$ cat config.mk
export PLATFORM = sky130hd
export DESIGN_NAME = sync_mem_arbiter
export DESIGN_NICKNAME = d
export VERILOG_FILES = /design/src/rtl/sync_mem_arbiter_pkg.sv /design/src/rtl/rr_arbiter2.sv /design/src/rtl/sync_mem_arbiter.sv
export SDC_FILE = /design/constraint.sdc
export NUM_CORES = 1
export LEC_CHECK = 0
export CAP_MARGIN = 30
export CORE_MARGIN = 2
export CORE_UTILIZATION = 32
export CTS_CLUSTER_DIAMETER = 40
export DETAILED_ROUTE_END_ITERATION = 10
export GPL_TIMING_DRIVEN = 0
export PLACE_DENSITY_LB_ADDON = 0.2
export SYNTH_ARGS = -nofsm -noshare
export SYNTH_HDL_FRONTEND = slang
export SYNTH_SLANG_ARGS = --single-unit
$ cat constraint.sdc
create_clock -name clk -period 1.9 [get_ports clk]
set_clock_uncertainty 0.2 [all_clocks]
set_input_delay 0.38 -clock clk [delete_from_list [all_inputs] [get_ports clk]]
set_output_delay 0.38 -clock clk [all_outputs]
set_load 0.01 [all_outputs]
$ cat src/rtl/sync_mem_arbiter_pkg.sv
`default_nettype none
// ============================================================================
// Module      : sync_mem_arbiter_pkg
// Description : Shared state encoding and default sizes for sync_mem_arbiter.
// Revision    : 1.0 - initial release
// ============================================================================
package sync_mem_arbiter_pkg;

    localparam int         c_addr_w     = 5;
    localparam int         c_data_w     = 8;
    localparam logic [7:0] c_init_value = 8'h00;

    typedef enum logic [0:0] {
        ST_INIT = 1'b0,
        ST_RUN  = 1'b1
    } state_t;

endpackage
`default_nettype wire

$ cat src/rtl/rr_arbiter2.sv
`default_nettype none
// ============================================================================
// Module      : rr_arbiter2
// Description : Two-way round-robin arbiter; bit 0 is requester A.
// Revision    : 1.0 - initial release
// ============================================================================
module rr_arbiter2 (
    input  logic       clk,
    input  logic       rst,
    input  logic [1:0] req,
    input  logic       en,
    input  logic       accept,
    output logic [1:0] gnt
);

    // High when B holds priority for the next contended cycle
    logic r_prio_b;

    always_comb begin
        gnt = 2'b00;
        if (en) begin
            case (req)
                2'b01:   gnt = 2'b01;
                2'b10:   gnt = 2'b10;
                2'b11:   gnt = r_prio_b ? 2'b10 : 2'b01;
                default: gnt = 2'b00;
            endcase
        end
    end

    always_ff @(posedge clk or posedge rst) begin
        if (rst) begin
            r_prio_b <= 1'b0;
        end else if (accept) begin
            r_prio_b <= gnt[0];
        end
    end

endmodule
`default_nettype wire

$ cat src/rtl/sync_mem_arbiter.sv
`default_nettype none
// ============================================================================
// Module      : sync_mem_arbiter
// Description : Clears a single-port sync memory, then shares it between two
//               requesters with round-robin grants and 1-cycle read responses.
// Revision    : 1.0 - initial release
// ============================================================================
module sync_mem_arbiter
    import sync_mem_arbiter_pkg::*;
#(
    parameter int                ADDR_W     = c_addr_w,
    parameter int                DATA_W     = c_data_w,
    parameter logic [DATA_W-1:0] INIT_VALUE = c_init_value
) (
    input  logic              clk,
    input  logic              rst,
    input  logic              init_start,
    output logic              init_done,
    input  logic              a_valid,
    output logic              a_ready,
    input  logic              a_we,
    input  logic [ADDR_W-1:0] a_addr,
    input  logic [DATA_W-1:0] a_wdata,
    output logic              a_rsp_valid,
    input  logic              b_valid,
    output logic              b_ready,
    input  logic              b_we,
    input  logic [ADDR_W-1:0] b_addr,
    input  logic [DATA_W-1:0] b_wdata,
    output logic              b_rsp_valid,
    output logic [DATA_W-1:0] rsp_data,
    output logic [ADDR_W-1:0] mem_read_address,
    output logic [ADDR_W-1:0] mem_write_address,
    output logic              mem_write_en,
    output logic [DATA_W-1:0] mem_write_data,
    input  logic [DATA_W-1:0] mem_read_data
);

    localparam int                c_depth = 2 ** ADDR_W;
    localparam logic [ADDR_W-1:0] c_last  = ADDR_W'(c_depth - 1);

    state_t            r_state;
    state_t            w_state_nxt;
    logic [ADDR_W-1:0] r_cnt;
    logic [ADDR_W-1:0] w_cnt_nxt;
    logic              r_a_rsp;
    logic              r_b_rsp;
    logic              w_arb_en;
    logic              w_accept;
    logic [1:0]        w_gnt;
    logic              w_wen;
    logic [ADDR_W-1:0] w_waddr;
    logic [DATA_W-1:0] w_wdata;
    logic [ADDR_W-1:0] w_raddr;

    // A clear request wins over any pending request in the same cycle
    assign w_arb_en = (r_state == ST_RUN) && !init_start;
    assign w_accept = (a_valid && w_gnt[0]) || (b_valid && w_gnt[1]);

    rr_arbiter2 u_arb (
        .clk    (clk),
        .rst    (rst),
        .req    ({b_valid, a_valid}),
        .en     (w_arb_en),
        .accept (w_accept),
        .gnt    (w_gnt)
    );

    always_ff @(posedge clk or posedge rst) begin
        if (rst) begin
            r_state <= ST_INIT;
            r_cnt   <= '0;
            r_a_rsp <= 1'b0;
            r_b_rsp <= 1'b0;
        end else begin
            r_state <= w_state_nxt;
            r_cnt   <= w_cnt_nxt;
            r_a_rsp <= w_gnt[0] && !a_we;
            r_b_rsp <= w_gnt[1] && !b_we;
        end
    end

    always_comb begin
        w_state_nxt = r_state;
        w_cnt_nxt   = r_cnt;
        w_wen       = 1'b0;
        w_waddr     = '0;
        w_wdata     = '0;
        w_raddr     = '0;
        case (r_state)
            ST_INIT: begin
                w_wen     = 1'b1;
                w_waddr   = r_cnt;
                w_wdata   = INIT_VALUE;
                w_cnt_nxt = r_cnt + 1'b1;
                if (r_cnt == c_last) begin
                    w_state_nxt = ST_RUN;
                end
            end
            ST_RUN: begin
                if (init_start) begin
                    w_state_nxt = ST_INIT;
                    w_cnt_nxt   = '0;
                end else if (w_gnt[0]) begin
                    if (a_we) begin
                        w_wen   = 1'b1;
                        w_waddr = a_addr;
                        w_wdata = a_wdata;
                    end else begin
                        w_raddr = a_addr;
                    end
                end else if (w_gnt[1]) begin
                    if (b_we) begin
                        w_wen   = 1'b1;
                        w_waddr = b_addr;
                        w_wdata = b_wdata;
                    end else begin
                        w_raddr = b_addr;
                    end
                end
            end
            default: begin
                w_state_nxt = ST_INIT;
                w_cnt_nxt   = '0;
            end
        endcase
    end

    // Reset holds the memory port quiet even though the FSM sits in ST_INIT
    assign mem_write_en      = w_wen && !rst;
    assign mem_write_address = rst ? '0 : w_waddr;
    assign mem_write_data    = rst ? '0 : w_wdata;
    assign mem_read_address  = rst ? '0 : w_raddr;

    assign init_done   = (r_state == ST_RUN);
    assign a_ready     = w_gnt[0];
    assign b_ready     = w_gnt[1];
    assign a_rsp_valid = r_a_rsp;
    assign b_rsp_valid = r_b_rsp;
    assign rsp_data    = mem_read_data;

endmodule
`default_nettype wire

Yosys cells after proc, flatten, opt, wreduce, memory -nomap -nowiden
Cells that the tools add are included.
{"block": "word_totals", "ff_bits": 9, "in_bits": 41}
{"block": "classes", "n_addsub": 1, "eq_ne": 5, "mux": 35, "bitwise": 1, "reduce_logical": 11}
{"operator": "$mux W5", "n": 14}
{"operator": "$mux W8", "n": 6}
{"operator": "$pmux W5 S2", "n": 2}
{"operator": "$pmux W8 S2", "n": 1}
{"operator": "$mux W1", "n": 7}
{"operator": "$logic_and A1 B1 Y1", "n": 6}
{"operator": "$pmux W2 S3", "n": 1}
{"operator": "$add A5 B1 Y5 const B", "n": 1}
{"operator": "$eq A5 B5 Y1 const B", "n": 1}
{"operator": "$eq A2 B2 Y1 const B", "n": 2}
{"operator": "$logic_not A1 Y1", "n": 4}
{"operator": "$mux W2", "n": 2}
{"operator": "$pmux W1 S2", "n": 2}
{"operator": "$eq A2 B1 Y1 const B", "n": 1}
{"operator": "$ne A2 B2 Y1 const B", "n": 1}
{"operator": "$logic_or A1 B1 Y1", "n": 1}
{"operator": "$not A1 Y1", "n": 1}

Logic depth before layout (Yosys ltp)
Gate-level depths: netlist (run 1).
{"block": "depth", "depth_word": 8, "mapped_depth": 5, "ltp_nobuf": 4}

Modules after synthesis
From an unflattened synthesis (run 1), not the netlist that was laid out.
{"block": "hier_totals", "cells_unflattened": 99, "hier_area_um2": 825.8}
{"mod": "sync_mem_arbiter", "instances": 1, "cells_per_inst": 90, "area_per_inst_um2": 757.0}
{"mod": "rr_arbiter2", "instances": 1, "cells_per_inst": 9, "area_per_inst_um2": 68.8}

Least setup slack after synthesis (run 1)
Ideal clock, no wire load.
{"block": "synth_timing", "path_kind": "register to output", "from": "register u_arb.r_prio_b", "to": "output mem_read_address[0]", "t_arrival_ns": 1.421, "path_slack_ns": -0.101, "path_stages_with_launch": 5, "n_path_buf": 1, "path_cell_list": "dfrtp_1 > and2_1 > or4_1 > clkbuf_1 > o22ai_1"}
{"block": "synth_via", "elab_chain_cells": 8}
{"element": "from (decl)", "line_no": "rr_arbiter2.sv:17", "text": "logic r_prio_b;"}
{"element": "from (signal assigned)", "line_no": "rr_arbiter2.sv:35", "text": "r_prio_b <= gnt[0];"}
{"element": "$mux W2 *", "line_no": "rr_arbiter2.sv:25", "text": "2'b11: gnt = r_prio_b ? 2'b10 : 2'b01;"}
{"element": "$pmux W2 S3 *", "line_no": "rr_arbiter2.sv:22", "text": "case (req)"}
{"element": "$mux W2 *", "line_no": "rr_arbiter2.sv:21", "text": "if (en) begin"}
{"element": "$mux W5", "line_no": "sync_mem_arbiter.sv:112", "text": "end else if (w_gnt[1]) begin"}
{"element": "$mux W5 *", "line_no": "sync_mem_arbiter.sv:104", "text": "end else if (w_gnt[0]) begin"}
{"element": "$mux W5 *", "line_no": "sync_mem_arbiter.sv:101", "text": "if (init_start) begin"}
{"element": "$mux W5 *", "line_no": "sync_mem_arbiter.sv:90", "text": "case (r_state)"}
{"element": "$mux W5 *", "line_no": "sync_mem_arbiter.sv:133", "text": "assign mem_read_address = rst ? '0 : w_raddr;"}
{"element": "to (decl)", "line_no": "sync_mem_arbiter.sv:32", "text": "output logic [ADDR_W-1:0] mem_read_address,"}
Mark *: on every way between the ends. The rest lies on a longest branch, timed or not.

Final worst setup path (run 1)
{"block": "layout_timing", "from": "register u_arb.r_prio_b", "to": "output mem_read_address[4]"}
The elaborated chain is that of the path after synthesis.

==> results of run 1 <==
cells in the mapped netlist, drive strengths merged:
cell / instances / area share (%)
a21o: 1 / 0.86
xor2: 1 / 1.0
nand2: 24 / 10
a22o: 1 / 1.0
nand2b: 1 / 0.71
o2bb2ai: 1 / 1.0
a21bo: 1 / 1.1
o22ai: 6 / 4.3
or4b: 1 / 1.1
o31ai: 1 / 0.86
and2: 2 / 1.4
nor2b: 1 / 0.71
buf: 9 / 7.4
a32oi: 5 / 5.0
or4: 2 / 1.7
clkbuf: 7 / 3.0
a21boi: 1 / 1.3
nand3: 13 / 7.4
dfrtp: 9 / 26
and4b: 2 / 2.3
ha: 2 / 2.9
nor3b: 2 / 1.7
nor2: 2 / 0.86
nor3: 1 / 0.57
inv: 4 / 1.7
or2b: 1 / 1.0
and3: 1 / 0.71
a21oi: 15 / 8.6
o32ai: 1 / 1.0
o21ai: 5 / 2.9
registers in the layout (all words and copies together) (netlist names):
register	flops
init_done	1
r_cnt	5
u_arb.r_prio_b	1
b_rsp_valid	1
a_rsp_valid	1
worst min-delay path: stages:
cell and delay (ns):
buf_2 0.15, a21oi_1 0.16, a21oi_1 0.06
cells by family after synthesis:
| family | synth area share, % |
|---|---|
| flops | 25.7 |
| buf+inv | 12.1 |
| xor+xnor | 0.999 |
| simple gates | 30.5 |
| fa+ha+maj | 2.85 |
| compound gates | 27.8 |
layer usage:
metal | GRT usage, % | vias up
met5 | 0 | -
met4 | 8.16 | 0
met3 | 5.99 | 13
met2 | 40.8 | 89
met1 | 26.4 | 630
li1 | - | 627
path summary, 6_finish.rpt:
kind / from / endpoint / slack (ns) / depth (start not counted)
hold / removal: a_valid / u_arb.r_prio_b / 0.32 / 3
hold reg to reg: r_cnt[4] / r_cnt[4] / 0.37 / 1
setup / recovery: u_arb.r_prio_b / mem_read_address[4] / -0.40 / 4
max in group asynchronous: rst / init_done / 0.69 / 3
setup reg to reg: init_done / u_arb.r_prio_b / 0.17 / 6
min in group asynchronous: rst / r_cnt[2] / 0.56 / 3
through the flow:
step,utilization [%],setup slack [ns],hold WS [ns]
after floorplan,-,-0.0419,0.194
after global placement,63.1,-1.17,0.279
after detailed placement,63.1,-1.20,0.286
after CTS,70.9,-0.402,0.261
after global routing,75.8,-0.432,0.326
final,75.8,-0.405,0.316
power by group:
group	leakage [nW]	total, mW	internal (mW)	switching (mW)
logic	0.714	0.840	0.452	0.388
clock network	0.0150	0.158	0.0815	0.0769
registers	0.111	0.366	0.267	0.0990
cell type report:
| class | instances | area (sq um) |
|---|---|---|
| inverter | 4 | 18.8 |
| buffer | 13 | 120 |
| timing repair buffer | 90 | 768 |
| tap | 30 | 37.5 |
| clock buffer | 4 | 26.3 |
| multi-input combinational | 94 | 731 |
| sequential | 9 | 228 |
| fill | 184 | 616 |
repair_timing:
action,4_1_cts,5_1_grt
setup buffers,19,6
hold buffers,2,0
endpoints found under the hold margin,5,0
resized for setup,135,26
pin swaps,11,17
endpoints found under the setup margin,21,20
==> metrics, run 1 <==
commonest non-fill, non-tap cells in the layout clkdlybuf4s50_1 (35), buf_4 (23), nand2_1 (22), buf_2 (22), buf_6 (12); Pwr per Cell Area 707 nW/um^2; post-synthesis cell area 877 sq um; DRT Pass-1 Iters 4; placed cells 216; RSZ-0062 raised after global routing yes; Highest Signal Layer met4; CTS Buf Count 3; final number of hold-violating endpoints 0; metal3 WL 337 microns; H-tree Lvls 1; residual DRC count 0; Rows 18; non-filler cells, final 244; final wirelength 4260 microns; CTS tree yes; endpoints failing setup 20; grt ovf 0; Die ar. 3180 sq um; routed len/inst 17.5 microns; Worst EP required 1.32 ns; dpl cell area 1610 sq um; area of the core 2540 sq um; failing checks negative setup slack; vias 1359; Setup CP Type register to output pin; port buffer count 63; first-pass GRT wire length 5840 microns; Tmin final 2.30 ns; area grow syn2layout 120%; critical path cell sequence and2_4 -> or4_4 -> o22ai_2 -> buf_2; Slew @ Worst Pin 0.482 ns; Longest Clk Path Bufs 2; Reg clk slew, reported paths 0.06 ns; Ant. Diodes 0; Worst Hold Class input pin to register; Design Area, Final 1930 sq um; Vias/cell 5.57; final worst-path cycle share 121%; Cell variety after synth 32; Static Leak 0.840 nW; CP startpoint kind register; worst relative slew slack 67.8%; Worst path slowest cell or4_4; maxcap violations 0; clk sinks 9; crit end category output pin; DPL Wire Length 2540 microns; fin nets 258; Initial Utilization 34.5%; share of cells above drive strength 1 48.6%; Die X 56.4 microns; post-synthesis sequential area ratio 25.7%; synthesis-stage register bit count 9; number of synthesis warnings 0; GPL Wtd Cong 0.925; Die Y 56.4 microns; Total Power 1.36 mW; clk root buf clkbuf_4; setup tns final -5.99 ns; worst path arrival time 1.72 ns; most common cell after layout, fill and taps aside clkdlybuf4s50_1; run status finished with violations; number of buffers and inverters on the critical path 1; Worst-Skew Late Latency 0.28 ns; setup ws final -0.405 ns; initial DRC count 47; syn_nets 166; worst-path fanout max 6; Boundary Pins 73; initial antenna violation count 0; largest net degree at the start of global routing 11; fmax 434 MHz; CP max stage delay 0.57 ns; met1 wire length 1600 microns; GRT Overall Usage 23.0%; post-route ant nets 0; Cells after Synth 123; Max Slew Vio Count 0; number of global-route vias before repair 1268; routed wl met2 2180 microns; maximum VDD drop 0.614 mV; Top delay family on crit path simple AND/OR/NAND/NOR gates; Mean Syn Cell Area 7.13 sq um
Note: power is estimated with default switching activity, not from simulation.
==> run 2, diff against run 1 <==
==> constraint.sdc (replaced) <==
create_clock -name clk -period 1.9 [get_ports clk]
set_clock_uncertainty 0.2 [all_clocks]
set_input_delay 0.19 -clock clk [delete_from_list [all_inputs] [get_ports clk]]
set_output_delay 0.19 -clock clk [all_outputs]
set_load 0.01 [all_outputs]
==> run 2 against run 1 <==
The flow still finishes with violations (negative setup slack). Sequential share of layout area up 0.15 points. Wire length up 1.5%. Worst hold slack worse by 0.053 ns. Register-to-register slack better by 0.02 ns. Via count down 2.7%. Die area unchanged. Sequential cell count unchanged. Total power down 3.5%. Sequential power about the same. Global-route usage up 2.5 points. Final area down 1.8%. Core utilization down 1.4 points. Critical endpoint is now mem_write_address[1]. Largest power group unchanged.
==> metrics, run 2 (synthesis gave the netlist of run 1 again) <==
non-filler cells, final 237; number of global-route vias before repair 1378; CP max stage delay 0.43 ns; most flop-heavy register r_cnt; Setup CP Type register to output pin; Reg clk slew, reported paths 0.06 ns; setup tns final -2.84 ns; worst-path fanout max 8; Slew @ Worst Pin 0.569 ns; initial DRC count 42; H-tree Lvls 1; most common cell after layout, fill and taps aside clkdlybuf4s50_1; Die X 56.4 microns; vias 1322; Largest register FFs 5; grt ovf 0; port buffer count 63; Max Slew Vio Count 0; number of buffers and inverters on the critical path 4; area of the core 2540 sq um; run status finished with violations; critical hold path startpoint a_valid; Ant. Diodes 0; Tmin final 2.11 ns; clk root buf clkbuf_4; reg-to-reg startpoint r_cnt[0]; DRT Pass-1 Iters 4; initial antenna violation count 0; clk sinks 9; R2R cell count 4; Die Y 56.4 microns; Pwr per Cell Area 695 nW/um^2; CTS tree yes; post-route ant nets 0; failing checks negative setup slack; Longest Clk Path Bufs 2; CP startpoint kind register; placed cells 216; CTS Buf Count 3; Worst path slowest cell dfrtp_1; final number of hold-violating endpoints 0; final wirelength 4320 microns; Rows 18; Worst Hold Class input pin to register; Initial Utilization 34.5%; utilization after layout 74.4%; Worst-Skew Late Latency 0.26 ns; worst relative slew slack 62.1%; crit end category output pin; first-pass GRT wire length 6530 microns; final worst-path cycle share 111%; Top delay family on crit path buffers and inverters; Endpoint, Worst Hold u_arb.r_prio_b; Die ar. 3180 sq um; DPL Wire Length 2680 microns; residual DRC count 0; endpoints failing setup 19; fmax 474 MHz; worst path arrival time 1.72 ns; largest net degree at the start of global routing 11; reg2reg end r_cnt[4]; GRT Overall Usage 25.5%; maximum VDD drop 0.768 mV; fin nets 251; maxcap violations 0; routed len/inst 18.2 microns; Min-Delay Path Depth 3; RSZ-0062 raised after global routing yes; share of cells above drive strength 1 46.4%; worst setup path startpoint init_done; Vias/cell 5.58; commonest non-fill, non-tap cells in the layout clkdlybuf4s50_1 (38), nand2_1 (22), buf_2 (20); area grow syn2layout 116%; Static Leak 0.804 nW; Worst EP required 1.51 ns; fill count 180; GPL Wtd Cong 0.825; FF-to-FF setup slack 0.19 ns; Boundary Pins 73; setup ws final -0.208 ns; critical path cell sequence buf_6 -> buf_8 -> clkinvlp_4 -> a32oi_1 -> a21oi_1 -> buf_2
-- run 2: cell count changes in the layout (fill, tap and decap cells not counted), sizes merged --
cell / before / now
dlygate4sd3: 2 / 1
clkbuf: 8 / 7
clkdlybuf4s15: 1 / 0
dlygate4sd2: 2 / 5
dlymetal6s2s: 1 / 0
clkdlybuf4s50: 35 / 38
buf: 58 / 49
-- run 2: area by class of cell --
cell class	instances	area (sq um)	area share [%]
Timing Repair Buffer	83	722	38.1
Buffer	13	118	6.21
Clock buffer	4	26.3	1.39
Multi-Input combinational cell	94	746	39.4
Sequential cell	9	226	12.0
Inverter	4	18.8	0.991
Tap cell	30	37.5	1.98
-- run 2: per-stage QoR --
| step | worst slack (ns) | power (mW) | cell area [sq um] | hold slack [ns] |
|---|---|---|---|---|
| floorplan | 0.0888 | 0.666 | 877 | 0.00351 |
| global placement | -0.797 | 0.907 | 1550 | 0.0984 |
| detailed placement | -0.857 | 0.947 | 1550 | 0.119 |
| CTS | -0.203 | 1.22 | 1760 | 0.232 |
| global route | -0.282 | 1.40 | 1890 | 0.285 |
| finish | -0.208 | 1.32 | 1890 | 0.263 |
-- run 2: worst min-delay path, stage by stage --
cell and delay (ns):
dlygate4sd2_1 0.30, a21oi_1 0.15, a21oi_1 0.05
-- run 2: power breakdown --
part	switching [mW]	internal, mW
combinational	0.376	0.421
clock	0.0707	0.0812
sequential	0.102	0.266
-- run 2: what timing repair did --
action,in CTS,in global routing
endpoints found under the hold margin,9,0
pin swaps,19,18
hold buffers,1,0
endpoints found under the setup margin,21,20
buffers inserted,17,4
resized for setup,129,31
-- run 2: metal layers --
| layer | track usage [%] | share of wire, % | vias to the layer above | routed length, microns |
|---|---|---|---|---|
| met5 | 0 | 0 | - | 0 |
| met4 | 4.42 | 2.0 | 0 | 87 |
| met3 | 4.84 | 7.9 | 10 | 340 |
| met2 | 47.1 | 52 | 86 | 2270 |
| met1 | 30.7 | 38 | 616 | 1630 |
| li1 | - | - | 610 | - |
-- run 2: worst max-delay path by stage --
stage / end / slack (ns) / depth (start not counted)
floorplan: mem_read_address[0] / 0.09 / 4
global placement: mem_read_address[4] / -0.80 / 7
detailed placement: mem_read_address[3] / -0.86 / 7
CTS: mem_read_address[0] / -0.20 / 4
global route: mem_write_address[1] / -0.28 / 6
finish: mem_write_address[1] / -0.21 / 6
==> run 3, diff against run 2 <==
--- a/config.mk
+++ b/config.mk
@@ -6,6 +6,7 @@
 export NUM_CORES = 1
 export LEC_CHECK = 0
 export CAP_MARGIN = 30
+export CORE_ASPECT_RATIO = 0.75
 export CORE_MARGIN = 2
 export CORE_UTILIZATION = 32
 export CTS_CLUSTER_DIAMETER = 40
==> run 3 against run 2 <==
The flow still finishes with violations (negative setup slack). Non-clock buffer count increased by 8. Worst hold slack got worse by 0.030 ns. Combinational power increased by 5.0%. Sequential cell count unchanged. Total power increased by 2.8%. Maximum frequency decreased by 1.3%. Critical endpoint is now mem_read_address[4]. Highest routed layer unchanged.
==> metrics, run 3 (synthesis gave the netlist of run 1 again) <==
run status finished with violations; failing checks negative setup slack; DRT Pass-1 Iters 4; Endpoint, Worst Hold a_rsp_valid; clk root buf clkbuf_4; Initial Utilization 33.7%; CP startpoint kind register; most common cell after layout, fill and taps aside clkdlybuf4s50_1; largest net degree at the start of global routing 11; fin nets 259; Die ar. 3180 sq um; maxcap violations 0; share of cells above drive strength 1 44.2%; initial antenna violation count 0; Design Area, Final 1950 sq um; H-tree Lvls 1; Combinational Power Share 61.8%; Pwr per Cell Area 696 nW/um^2; FF-to-FF setup slack 0.19 ns; Boundary Pins 73; Total Power 1.35 mW; Hold Slack 0.233 ns; final wirelength 4590 microns; final number of hold-violating endpoints 0; Slew @ Worst Pin 0.518 ns; Rows 16; Setup WS pre-CTS -0.819 ns; net switching share of the total power 41.3%; dpl cell area 1550 sq um; Static Leak 0.841 nW; Reg clk slew, reported paths 0.06 ns; setup ws final -0.237 ns; CTS tree yes; Worst EP required 1.51 ns; reg2reg end r_cnt[2]; GPL Wtd Cong 0.749; worst-path fanout max 6; Max Slew Vio Count 0; fill count 166; crit end category output pin; routed len/inst 18.3 microns; Setup CP Type register to output pin; clk sinks 9; area of the core 2600 sq um; critical hold path startpoint a_we; Longest Clk Path Bufs 2; worst path arrival time 1.75 ns; fmax 468 MHz; number of global-route vias before repair 1396; Min-Delay Path Depth 3; Largest register FFs 5; most flop-heavy register r_cnt; Worst Hold Class input pin to register; CTS Buf Count 3; DPL Wire Length 2600 microns; area grow syn2layout 122%; Flop pwr share 26.9%; cell-internal power 795 uW; first-pass GRT wire length 6730 microns; reg-to-reg startpoint init_done; endpoints failing setup 19; initial DRC count 47; final worst-path cycle share 112%; Vias/cell 5.60; Die Y 49.3 microns; RSZ-0062 raised after global routing yes; Ant. Diodes 0; fraction of power consumed by the clock network 11.2%; R2R cell count 6; grt ovf 0; placed cells 222; P_sw 559 uW; Tmin final 2.14 ns; GRT Overall Usage 27.5%; residual DRC count 0; worst relative slew slack 65.4%; non-filler cells, final 251; Die X 64.5 microns; vias 1405; Worst-Skew Late Latency 0.27 ns; port buffer count 63; maximum VDD drop 0.643 mV; post-route ant nets 0; commonest non-fill, non-tap cells in the layout clkdlybuf4s50_1 (38), nand2_1 (24), buf_4 (20)
-- run 3: timing repair --
| item | in CTS | in global routing |
|---|---|---|
| buffers inserted | 22 | 4 |
| pin swaps | 16 | 12 |
| setup endpoints to repair | 21 | 20 |
| hold buffers | 1 | 0 |
| resized for setup | 127 | 28 |
| hold endpoints to repair | 9 | 0 |
-- run 3: worst max-delay path by stage --
stage                         startpoint                   to  slack [ns]  depth (start not counted)
after floorplan           u_arb.r_prio_b  mem_read_address[0]        0.09                          4
after global placement        init_start  mem_read_address[3]       -0.81                          7
after detailed placement      init_start  mem_read_address[1]       -0.82                          7
after CTS                 u_arb.r_prio_b  mem_read_address[1]       -0.21                          4
after global routing           init_done  mem_read_address[1]       -0.29                          5
final                          init_done  mem_read_address[4]       -0.24                          5
-- run 3: metrics by stage --
stage / TNS [ns] / util (%)
floorplan: 0 / -
global placement: -13.72 / 59.7
detailed placement: -14.34 / 59.7
CTS: -1.90 / 70.1
global route: -3.86 / 74.8
finish: -2.75 / 74.8
-- run 3: layout make-up --
type                       count  area [sq um]  area share [%]
timing repair buffer          90           787            40.5
tap                           36          45.0            2.32
sequential                     9           226            11.6
clock buffer                   3          22.5            1.16
inverter                       4          18.8           0.965
clock inverter                 1          5.00           0.257
multi-input combinational     94           717            36.8
buffer                        14           124            6.37
-- run 3: critical path, cell delays in order, from the launching register on --
cell,delay (ns)
dfrtp_1,0.40
nand2_1,0.10
or4b_1,0.50
buf_6,0.16
o22ai_1,0.16
buf_2,0.15
-- run 3: routing by layer --
layer / track usage (%) / vias up / part of all wire (%)
met3: 5.31 / 15 / 7.6
met2: 47.2 / 72 / 51
met1: 31.1 / 691 / 39
met5: 0 / - / 0
li1: - / 627 / -
met4: 17.7 / 0 / 2.9
-- run 3: power by group through the flow --
stage | registers [mW] | logic [mW] | clock network [mW]
after floorplan | 0.331 | 0.335 | 0
after global placement | 0.355 | 0.562 | 0
after detailed placement | 0.361 | 0.581 | 0
after CTS | 0.355 | 0.741 | 0.156
after global routing | 0.375 | 0.908 | 0.166
final | 0.365 | 0.837 | 0.152
